==> src/rtl/async_pkg.sv <==
// -----------------------------------------------------------------------------
// async_pkg
// Shared definitions for the parameterised synchronous FIFO:
//   fifo_mode_e   - read-port behaviour (STANDARD registered read, FWFT)
//   params_legal  - elaboration-time legality check of the FIFO parameters
// -----------------------------------------------------------------------------
package async_pkg;

  typedef enum logic {
    STANDARD = 1'b0,
    FWFT     = 1'b1
  } fifo_mode_e;

  // True when the parameter set describes a buildable FIFO. The thresholds
  // must leave almost_empty strictly below almost_full so both flags can never
  // describe the same occupancy.
  function automatic bit params_legal(input int width, input int addrwidth,
                                      input int fwft, input int afull_th,
                                      input int aempty_th);
    int depth;
    depth = 1 << addrwidth;
    return (width >= 1) && (width <= 64) &&
           (addrwidth >= 2) && (addrwidth <= 12) &&
           ((fwft == 0) || (fwft == 1)) &&
           (afull_th >= 1) && (afull_th <= depth - 1) &&
           (aempty_th >= 0) && (aempty_th <= depth - 2) &&
           (aempty_th < afull_th);
  endfunction

endpackage

==> src/rtl/sync_fifo_param_if.sv <==
// -----------------------------------------------------------------------------
// sync_fifo_param_if
// Handshake/data bundle of the synchronous FIFO.
//   master : producer/consumer side (drives wr, datain, rd, clr_err)
//   slave  : FIFO side (drives dataout, status flags, count, error flags)
// -----------------------------------------------------------------------------
interface sync_fifo_param_if #(
  parameter int WIDTH     = 8,
  parameter int ADDRWIDTH = 3
);

  logic                 wr;
  logic [WIDTH-1:0]     datain;
  logic                 rd;
  logic                 clr_err;
  logic [WIDTH-1:0]     dataout;
  logic                 full;
  logic                 empty;
  logic                 almost_full;
  logic                 almost_empty;
  logic [ADDRWIDTH:0]   count;
  logic                 overflow;
  logic                 underflow;

  modport master (
    output wr, datain, rd, clr_err,
    input  dataout, full, empty, almost_full, almost_empty, count,
           overflow, underflow
  );

  modport slave (
    input  wr, datain, rd, clr_err,
    output dataout, full, empty, almost_full, almost_empty, count,
           overflow, underflow
  );

endinterface

==> src/rtl/fifo_mem.sv <==
// -----------------------------------------------------------------------------
// fifo_mem
// Simple dual-port storage, one clock, registered read (block-RAM style).
//   clk    - clock
//   reset  - synchronous active-high clear of the read data register only
//   we     - write enable; waddr/wdata written on the rising edge
//   re     - read enable; rdata <= mem[raddr] on the rising edge, else holds
// -----------------------------------------------------------------------------
module fifo_mem #(
  parameter int WIDTH     = 8,
  parameter int ADDRWIDTH = 3
) (
  input  logic                 clk,
  input  logic                 reset,
  input  logic                 we,
  input  logic [ADDRWIDTH-1:0] waddr,
  input  logic [WIDTH-1:0]     wdata,
  input  logic                 re,
  input  logic [ADDRWIDTH-1:0] raddr,
  output logic [WIDTH-1:0]     rdata
);

  localparam int DEPTH = 1 << ADDRWIDTH;

  logic [WIDTH-1:0] mem [DEPTH];

  // NOTE: the array itself is never reset; a reset port would stop the tools
  // mapping it onto block RAM, and stale words are never exposed anyway.
  always_ff @(posedge clk) begin
    if (we) mem[waddr] <= wdata;
  end

  // Read-during-write to the same address returns the old word; the FIFO top
  // covers that case with its own bypass register.
  always_ff @(posedge clk) begin
    if (reset)   rdata <= '0;
    else if (re) rdata <= mem[raddr];
  end

endmodule

==> src/rtl/sync_fifo_param.sv <==
// -----------------------------------------------------------------------------
// sync_fifo_param
// Parameterised synchronous FIFO with optional first-word-fall-through read.
//   clk    - sole clock, rising edge
//   reset  - synchronous active-high reset (contents discarded in one cycle)
//   bus    - sync_fifo_param_if.slave: wr/datain, rd/dataout, full, empty,
//            almost_full, almost_empty, count, sticky overflow/underflow,
//            clr_err
// Parameters: WIDTH, ADDRWIDTH (DEPTH = 2**ADDRWIDTH), FWFT (0/1),
//             AFULL_TH, AEMPTY_TH.
// -----------------------------------------------------------------------------
module sync_fifo_param #(
  parameter int WIDTH     = 8,
  parameter int ADDRWIDTH = 3,
  parameter int FWFT      = 0,
  parameter int AFULL_TH  = (1 << ADDRWIDTH) - 2,
  parameter int AEMPTY_TH = 1
) (
  input  logic                  clk,
  input  logic                  reset,
  sync_fifo_param_if.slave      bus
);

  typedef logic [ADDRWIDTH:0] ptr_t;

  localparam ptr_t DEPTH_LVL  = {1'b1, {ADDRWIDTH{1'b0}}};
  localparam ptr_t AFULL_LVL  = AFULL_TH[ADDRWIDTH:0];
  localparam ptr_t AEMPTY_LVL = AEMPTY_TH[ADDRWIDTH:0];
  localparam async_pkg::fifo_mode_e MODE =
    (FWFT == 1) ? async_pkg::FWFT : async_pkg::STANDARD;

  if (!async_pkg::params_legal(WIDTH, ADDRWIDTH, FWFT, AFULL_TH, AEMPTY_TH))
  begin : g_bad_params
    $error("sync_fifo_param: illegal parameter combination");
  end

  // Pointers carry one wrap bit above the storage address.
  ptr_t             wr_ptr, rd_ptr, count;
  ptr_t             wr_ptr_nxt, rd_ptr_nxt, count_nxt;
  logic             full_q, empty_q, overflow_q, underflow_q;
  logic             wr_acc, rd_acc;
  logic             mem_re;
  logic [ADDRWIDTH-1:0] mem_raddr;
  logic             byp_load, byp_valid;
  logic [WIDTH-1:0] byp_data, mem_rdata;

  // NOTE: every always_comb output gets a default first so no path can leave
  // it unassigned and infer a latch.
  always_comb begin
    wr_acc     = bus.wr & ~full_q;
    rd_acc     = bus.rd & ~empty_q;
    wr_ptr_nxt = wr_ptr + ptr_t'(wr_acc);
    rd_ptr_nxt = rd_ptr + ptr_t'(rd_acc);
    count_nxt  = count + ptr_t'(wr_acc) - ptr_t'(rd_acc);
    mem_re     = rd_acc;
    mem_raddr  = rd_ptr[ADDRWIDTH-1:0];
    byp_load   = 1'b0;
    if (MODE == async_pkg::FWFT) begin
      // Prefetch the head that will exist after this edge. When the FIFO is
      // about to be empty, leave the read register alone so dataout holds.
      mem_re    = (count_nxt != '0);
      mem_raddr = rd_ptr_nxt[ADDRWIDTH-1:0];
      // The word written this edge becomes the head when nothing else is left:
      // the RAM would return the stale word, so capture datain instead.
      byp_load  = wr_acc & (count == ptr_t'(rd_acc));
    end
  end

  // NOTE: sequential state uses non-blocking assignments so every register
  // samples the pre-edge values, independent of statement order.
  always_ff @(posedge clk) begin
    if (reset) begin
      wr_ptr      <= '0;
      rd_ptr      <= '0;
      count       <= '0;
      full_q      <= 1'b1;   // pessimistic until the first edge out of reset
      empty_q     <= 1'b1;
      overflow_q  <= 1'b0;
      underflow_q <= 1'b0;
      byp_valid   <= 1'b0;
      byp_data    <= '0;
    end else begin
      wr_ptr      <= wr_ptr_nxt;
      rd_ptr      <= rd_ptr_nxt;
      count       <= count_nxt;
      full_q      <= (count_nxt == DEPTH_LVL);
      empty_q     <= (count_nxt == '0);
      // Setting wins over clearing in the same cycle.
      overflow_q  <= (overflow_q  & ~bus.clr_err) | (bus.wr & full_q);
      underflow_q <= (underflow_q & ~bus.clr_err) | (bus.rd & empty_q);
      if (mem_re) begin
        byp_valid <= byp_load;
        if (byp_load) byp_data <= bus.datain;
      end
    end
  end

  fifo_mem #(
    .WIDTH     (WIDTH),
    .ADDRWIDTH (ADDRWIDTH)
  ) u_mem (
    .clk   (clk),
    .reset (reset),
    .we    (wr_acc),
    .waddr (wr_ptr[ADDRWIDTH-1:0]),
    .wdata (bus.datain),
    .re    (mem_re),
    .raddr (mem_raddr),
    .rdata (mem_rdata)
  );

  assign bus.dataout      = byp_valid ? byp_data : mem_rdata;
  assign bus.full         = full_q;
  assign bus.empty        = empty_q;
  assign bus.count        = count;
  assign bus.almost_full  = (count >= AFULL_LVL);
  assign bus.almost_empty = (count <= AEMPTY_LVL);
  assign bus.overflow     = overflow_q;
  assign bus.underflow    = underflow_q;

  // Occupancy register and pointer difference must always agree.
  ptr_count_consistent: assert property (
    @(posedge clk) disable iff (reset) count == (wr_ptr - rd_ptr)
  );

endmodule

==> src/flat_wrapper.sv <==
// flat-port wrapper written by rule: the top's interface ports become plain ports
module sync_fifo_param_flat 
#(
  parameter int WIDTH     = 8,
  parameter int ADDRWIDTH = 3,
  parameter int FWFT      = 0,
  parameter int AFULL_TH  = (1 << ADDRWIDTH) - 2,
  parameter int AEMPTY_TH = 1
)
  (clk, reset, bus_wr, bus_datain, bus_rd, bus_clr_err, bus_dataout, bus_full, bus_empty, bus_almost_full, bus_almost_empty, bus_count, bus_overflow, bus_underflow);
  sync_fifo_param_if #(.WIDTH(WIDTH), .ADDRWIDTH(ADDRWIDTH)) bus_i ();
  input  logic clk;
  input  logic reset;
  input wire logic [$bits(bus_i.wr)-1:0] bus_wr;
  input wire logic [$bits(bus_i.datain)-1:0] bus_datain;
  input wire logic [$bits(bus_i.rd)-1:0] bus_rd;
  input wire logic [$bits(bus_i.clr_err)-1:0] bus_clr_err;
  output wire logic [$bits(bus_i.dataout)-1:0] bus_dataout;
  output wire logic [$bits(bus_i.full)-1:0] bus_full;
  output wire logic [$bits(bus_i.empty)-1:0] bus_empty;
  output wire logic [$bits(bus_i.almost_full)-1:0] bus_almost_full;
  output wire logic [$bits(bus_i.almost_empty)-1:0] bus_almost_empty;
  output wire logic [$bits(bus_i.count)-1:0] bus_count;
  output wire logic [$bits(bus_i.overflow)-1:0] bus_overflow;
  output wire logic [$bits(bus_i.underflow)-1:0] bus_underflow;
  assign bus_i.wr = bus_wr;
  assign bus_i.datain = bus_datain;
  assign bus_i.rd = bus_rd;
  assign bus_i.clr_err = bus_clr_err;
  assign bus_dataout = bus_i.dataout;
  assign bus_full = bus_i.full;
  assign bus_empty = bus_i.empty;
  assign bus_almost_full = bus_i.almost_full;
  assign bus_almost_empty = bus_i.almost_empty;
  assign bus_count = bus_i.count;
  assign bus_overflow = bus_i.overflow;
  assign bus_underflow = bus_i.underflow;
  sync_fifo_param #(.WIDTH(WIDTH), .ADDRWIDTH(ADDRWIDTH), .FWFT(FWFT), .AFULL_TH(AFULL_TH), .AEMPTY_TH(AEMPTY_TH)) u_core (.clk(clk), .reset(reset), .bus(bus_i));
endmodule
==> config.mk <==
export PLATFORM = sky130hd
export DESIGN_NAME = sync_fifo_param_flat
export DESIGN_NICKNAME = d
export VERILOG_FILES = /design/src/rtl/async_pkg.sv /design/src/rtl/sync_fifo_param_if.sv /design/src/rtl/fifo_mem.sv /design/src/rtl/sync_fifo_param.sv /design/src/flat_wrapper.sv
export SDC_FILE = /design/constraint.sdc
export NUM_CORES = 1
export LEC_CHECK = 0
export ABC_CLOCK_PERIOD_IN_PS = 2660
export CAP_MARGIN = 20
export CELL_PAD_IN_SITES_DETAIL_PLACEMENT = 1
export CELL_PAD_IN_SITES_GLOBAL_PLACEMENT = 2
export CORE_MARGIN = 2
export CORE_UTILIZATION = 25
export CTS_CLUSTER_SIZE = 14
export DETAILED_ROUTE_END_ITERATION = 16
export HOLD_SLACK_MARGIN = 0.05
export MAX_ROUTING_LAYER = met4
export PLACE_DENSITY = 0.53
export SLEW_MARGIN = 20
export SYNTH_ARGS = -nofsm -noshare
export SYNTH_HDL_FRONTEND = slang
export SYNTH_SLANG_ARGS = --single-unit
export TNS_END_PERCENT = 30
==> constraint.sdc <==
create_clock -name clk -period 2.66 [get_ports clk]
set_input_delay 0.399 -clock clk [delete_from_list [all_inputs] [get_ports clk]]
set_output_delay 0.399 -clock clk [all_outputs]
set_load 0.1 [all_outputs]
==> impl_metrics.toml, run 1 <==
[global_route]
grt_pass1_vias = 2109
antenna_found_initial = 0
grt_max_degree = 21
grt.overflow.total = 0
grt_use_total_pct = 11.77
grt_pass1_wl_um = 12040

[cts]
clk-insertion-delay-late_ns = 0.34
cts_tree = "built"
clock_path_buffers = 2
htreeDepth = 3
clkTransAtPathRegs_ns = 0.06
post-cts-setup-buffers = 0
postCtsResizedCells = 0
cts_buffers = 9
cts-root-buf = "clkbuf_16"
ctsHoldBuffers = 0
cts.sinks = 86

[floorplanning]
num_rows = 43
num_io_pins = 31
die_y_um = 122.2
die_area_um2 = 14930
start_util_pct = 25.35
core_um2 = 13770
die_w_um = 122.2

[placement]
numPlacedInstances = 453
dpl_cell_area_um2 = 4013
dp_hpwl_um = 5135
numPortBuffers = 30
gp_congestion = 0.6752
pre_cts_ws_ns = 0.05116

[critical_path]
cp-end-kind = "register"
start_kind = "primary input"
critPathKind = "primary input to register"
path_max_fanout = 2
cp_cell_sequence = "clkdlybuf4s50_1 > nand2b_1 > clkinv_1 > ha_1 > inv_1 > ha_1 > inv_1 > fa_1 > xor2_1 > a31oi_1 > nor3_1"
worstReg2RegStart = "u_core.bus.empty$_SDFF_PP1_"
slowest_delay_ns = 0.43
critPathSlowestCell = "clkdlybuf4s50_1"
cp.arrival_ns = 2.47
reg2reg_slack_ns = 0.53
worstPathRequired_ns = 2.88
cp-startpoint = "bus_rd"

[worst_hold_path]
hold_start = "u_core.bus.overflow$_SDFF_PP0_"
hp-class = "register to register"

[pwr]
pwr_density_cell_nw_per_um2 = 1025
leakage_nw = 1.502
power_mw = 4.371
peakVddDrop_mv = 0.5652

[timing]
slew-limit-headroom_pct = 67.59
layout_setup_ws_ns = 0.4133
finalSetupTns_ns = 0
hold_ws_ns = 0.5113
finalHoldViolCount = 0
rsz0062_at_grt = "no"
slew_violations = 0
tightest_slew_ns = 0.4862
setup_viol = 0
max_freq_mhz = 445.1
fin_crit_ns = 2.247
finalCritPeriodShare_pct = 84.46
finClkSkew_ns = 0.005999

[routing]
firstDrtPassIters = 4
avgViaCountPerCell = 4.190
drc_errors = 0
drt_iter0_markers = 108
wirelength_um = 7730
wire_per_inst_um = 16.48
drtAntennaViolNets = 0
num_vias = 1965

[final_layout]
diodes = 0
most-common-layout-cells = "64 x edfxtp_1, 33 x mux2i_1, 33 x buf_4, 24 x nor2_1, 20 x dfxtp_1"
nFillCells = 1517
final_common_cell = "edfxtp_1"
final_core_util_pct = 30.96
layout.cells.non_filler = 469
final_area_um2 = 4264
regArea_um2 = 2365
nets = 308
drive_gt1_share_pct = 18.69
synthToLayoutAreaGrowth_pct = 22.11
multi_input_area_um2 = 997.2

[run]
max_cap_violations = 0

[synthesis]
synthCells = 237
synth_area_um2 = 3492
ys_seq_elements = 86
synth.area.top_cells = "edfxtp_1 55%, dfxtp_1 13%, mux2i_1 9.5%, a22oi_1 3.9%, ha_1 3.6%"
syn_avg_cell_area_um2 = 14.73
synth_area_leader_cell = "edfxtp_1"
synth_nets = 261
ys_types = 28
ys.warnings.count = 0
yosys.area.top_type_share_pct = 55.03
yosysSeqAreaShare_pct = 67.65

[run_status]
outcome = "completed"
[flip-flops by register name, summed over array words and instances, names as in the netlist]
signal / count
u_core.u_mem.rdata: 8
u_core.bus.count: 4
u_core.bus.full: 1
u_core.rd_ptr: 3
u_core.bus.overflow: 1
u_core.wr_ptr: 3
u_core.bus.underflow: 1
u_core.u_mem.mem: 64
u_core.bus.empty: 1
[per-layer routing]
layer | vias up | share of wire, % | global-route usage [%] | routed length [µm]
li1 | 964 | - | - | -
met1 | 957 | 45 | 14.26 | 3515
met2 | 31 | 49 | 18.47 | 3796
met3 | 13 | 2.9 | 2.154 | 225
met4 | 0 | 2.5 | 6.681 | 192
met5 | - | 0 | - | 0
[logic make-up after synthesis]
| family | synth area share [%] |
|---|---|
| xor gates and xnor gates | 0.7526 |
| buffers and inverters | 3.797 |
| muxes | 9.459 |
| adders and majority gates | 4.156 |
| DFF | 67.65 |
| AOI/OAI and AO/OA | 5.769 |
| and+or+nand+nor | 8.420 |
[cells in the mapped netlist]
cell / n
xor2_1: 1
a21oi_1: 9
a21o_1: 1
fa_1: 1
clkbuf_2: 2
nand2b_1: 5
buf_6: 1
and2_1: 1
clkinv_1: 1
nand2_1: 4
or2_2: 1
clkbuf_1: 1
xnor2_1: 2
nor2b_1: 8
edfxtp_1: 64
nor3_1: 3
nor2_1: 24
buf_8: 1
inv_1: 9
a22oi_1: 18
a211oi_1: 1
nor3_2: 8
mux2i_1: 33
dfxtp_1: 22
ha_1: 10
buf_2: 3
buf_12: 2
a31oi_1: 1
[area by class of cell]
| cell class | instances | area share, % |
|---|---|---|
| Clock buffer | 13 | 5.634 |
| Sequential cell | 86 | 55.46 |
| Multi-Input combinational cell | 131 | 23.39 |
| Timing Repair Buffer | 46 | 9.096 |
| Clock inverter | 3 | 0.2641 |
| Tap cell | 180 | 5.282 |
| Inverter | 10 | 0.8803 |
[final timing paths]
check,to,cells past startpoint
setup reg to reg,u_core.bus.full$_SDFF_PP1_,10
setup / recovery,u_core.bus.full$_SDFF_PP1_,11
hold reg to reg,u_core.bus.overflow$_SDFF_PP0_,2
hold / removal,u_core.bus.overflow$_SDFF_PP0_,2
[critical path, delay by kind of cell]
kind | cells | cell delay (ns)
adder cells (fa/ha/maj) | 3 | 0.81
AO/OA/AOI/OAI | 1 | 0.24
buffers and inverters | 4 | 0.65
XOR/XNOR | 1 | 0.18
AND/OR/NAND/NOR | 2 | 0.20
[power by group]
| part | leakage, nW | total [mW] | internal [mW] | switching (mW) |
|---|---|---|---|---|
| Combinational | 0.622 | 1.57 | 0.459 | 1.11 |
| Clock | 0.120 | 1.10 | 0.624 | 0.475 |
| Sequential | 0.760 | 1.70 | 1.59 | 0.115 |
Note: power is estimated with default switching activity, not from simulation.
==> run 2, diff against run 1 <==
--- a/config.mk
+++ b/config.mk
@@ -5,7 +5,7 @@
 export SDC_FILE = /design/constraint.sdc
 export NUM_CORES = 1
 export LEC_CHECK = 0
-export ABC_CLOCK_PERIOD_IN_PS = 2660
+export ABC_CLOCK_PERIOD_IN_PS = 2200
 export CAP_MARGIN = 20
 export CELL_PAD_IN_SITES_DETAIL_PLACEMENT = 1
 export CELL_PAD_IN_SITES_GLOBAL_PLACEMENT = 2
==> constraint.sdc (replaced) <==
create_clock -name clk -period 2.2 [get_ports clk]
set_input_delay 0.33 -clock clk [delete_from_list [all_inputs] [get_ports clk]]
set_output_delay 0.33 -clock clk [all_outputs]
set_load 0.1 [all_outputs]
==> run 2 against run 1 <==
  * Utilization grew 1.3 points
  * First-iteration DRC count shrank 31%
  * Sequential share of layout area shrank 2.0 points
  * Final cell count grew 1.1%
  * Critical path depth is the same
  * Register-to-register slack lost 0.32 ns
  * Global-route usage grew 0.15 points
==> impl_metrics.toml, run 2 (synthesis gave the netlist of run 1 again) <==
[run_status]
outcome = "completed"

[routing]
wire_per_inst_um = 16.88
firstDrtPassIters = 6
drt_iter0_markers = 75
drc_errors = 0
num_vias = 2032
drtAntennaViolNets = 0
wirelength_um = 7999
avgViaCountPerCell = 4.287

[timing]
rsz0062_at_grt = "no"
max_freq_mhz = 483.0
finalHoldViolCount = 0
slew_violations = 0
finClkSkew_ns = 0.006248
hold_ws_ns = 0.5251
finalCritPeriodShare_pct = 94.10
fin_crit_ns = 2.070
setup_viol = 0
slew-limit-headroom_pct = 65.57
tightest_slew_ns = 0.5164

[pwr]
power_mw = 5.792
leakage_nw = 1.575
pwr_density_cell_nw_per_um2 = 1305
peakVddDrop_mv = 0.4437

[floorplanning]
die_area_um2 = 14930
core_um2 = 13770
num_rows = 43
die_w_um = 122.2
start_util_pct = 25.35
die_y_um = 122.2
num_io_pins = 31

[final_layout]
drive_gt1_share_pct = 24.83
final_core_util_pct = 32.21
regArea_um2 = 2371
largest_reg_flops = 64
final_common_cell = "edfxtp_1"
nFillCells = 1504
nets = 313
largest-register = "u_core.u_mem.mem"
multi_input_area_um2 = 1035
synthToLayoutAreaGrowth_pct = 27.05
diodes = 0
reg.largest.list = "u_core.u_mem.mem x64, u_core.u_mem.rdata x8, u_core.bus.count x4"
most-common-layout-cells = "64 x edfxtp_1, 38 x buf_4, 33 x mux2i_1, 24 x nor2_1, 18 x a22oi_1"

[critical_path]
critPathSlowestCell = "clkdlybuf4s50_1"
r2r_cells = 10
critPathKind = "primary input to register"
start_kind = "primary input"
cp.arrival_ns = 2.29
cp_cell_sequence = "clkdlybuf4s50_1 > nand2b_4 > clkinv_8 > ha_4 > inv_2 > ha_4 > inv_2 > fa_2 > xor2_1 > a31oi_1 > nor3_1"
path_max_fanout = 2
worstPathRequired_ns = 2.42
slowest_delay_ns = 0.53
cp-end-kind = "register"

[global_route]
grt_max_degree = 34
antenna_found_initial = 0
grt_pass1_wl_um = 12150
grt_pass1_vias = 2103
grt.overflow.total = 0
grt_use_total_pct = 11.92

[cts]
clkTransAtPathRegs_ns = 0.06
postCtsResizedCells = 0
ctsHoldBuffers = 0
cts_buffers = 9
post-cts-setup-buffers = 0
cts-root-buf = "clkbuf_16"
htreeDepth = 3
clk-insertion-delay-late_ns = 0.34
clock_path_buffers = 2
cts_tree = "built"
cts.sinks = 86

[worst_hold_path]
hp-class = "register to register"
hold_depth = 2

[placement]
numPortBuffers = 30
gp_congestion = 0.6957
dp_hpwl_um = 5329

[run]
max_cap_violations = 0
## run 2: changes by cell type in the layout (fill, tap and decap cells not counted), sizes merged
cell    previous run  this run
clkinv             4         3
clkbuf            13        11
bufinv             0         3
buf               34        39
## run 2: area by class of cell
| cell class | instances | share of cell area, % |
|---|---|---|
| Sequential cell | 86 | 53.44 |
| Inverter | 10 | 1.128 |
| Tap cell | 180 | 5.076 |
| Timing Repair Buffer | 51 | 9.588 |
| Multi-Input combinational cell | 131 | 23.32 |
| Clock inverter | 5 | 2.200 |
| Clock buffer | 11 | 5.245 |
## run 2: stage by stage
step | TNS (ns) | setup slack [ns] | instances | instance area (µm²)
after floorplan | -0.08921 | -0.07489 | 237 | 3556
after global placement | -0.3363 | -0.1719 | 458 | 4106
after detailed placement | -0.4975 | -0.2399 | 458 | 4106
after CTS | 0 | 0.1060 | 474 | 4437
after global routing | 0 | 0.005188 | 474 | 4437
final | 0 | 0.1298 | 474 | 4437
## run 2: layer usage
metal  wire, µm  vias to the layer above  track usage [%]
met4        187                        0            6.034
met1       3838                     1013            15.23
met3        167                       12            1.966
li1           -                      976                -
met5          0                        -                -
met2       3806                       31            18.30
## run 2: path summary, 6_finish.rpt
check                                                startpoint                              end  slack, ns
worst max-delay path                                     bus_rd       u_core.bus.full$_SDFF_PP1_       0.13
worst min-delay path            u_core.bus.underflow$_SDFF_PP0_  u_core.bus.underflow$_SDFF_PP0_       0.53
worst max register to register      u_core.bus.empty$_SDFF_PP1_       u_core.bus.full$_SDFF_PP1_       0.21
worst min register to register  u_core.bus.underflow$_SDFF_PP0_  u_core.bus.underflow$_SDFF_PP0_       0.53
## run 2: critical path, delay by kind of cell
family | cells | cell delay, ns
compound gates | 1 | 0.27
fa+ha+maj | 3 | 0.65
xor+xnor | 1 | 0.16
simple gates | 2 | 0.20
buf+inv | 4 | 0.68
## run 2: power breakdown
group / switching, mW / internal [mW]
Combinational: 1.42 / 0.639
Sequential: 0.106 / 1.93
Clock: 0.598 / 1.10
==> run 3, diff against run 2 <==
--- a/config.mk
+++ b/config.mk
@@ -16,7 +16,7 @@
 export HOLD_SLACK_MARGIN = 0.05
 export MAX_ROUTING_LAYER = met4
 export PLACE_DENSITY = 0.53
-export SLEW_MARGIN = 20
+export SLEW_MARGIN = 0
 export SYNTH_ARGS = -nofsm -noshare
 export SYNTH_HDL_FRONTEND = slang
 export SYNTH_SLANG_ARGS = --single-unit
==> results of run 3 <==
Same layout as run 2: the final DEF is identical, and so are final timing and power.
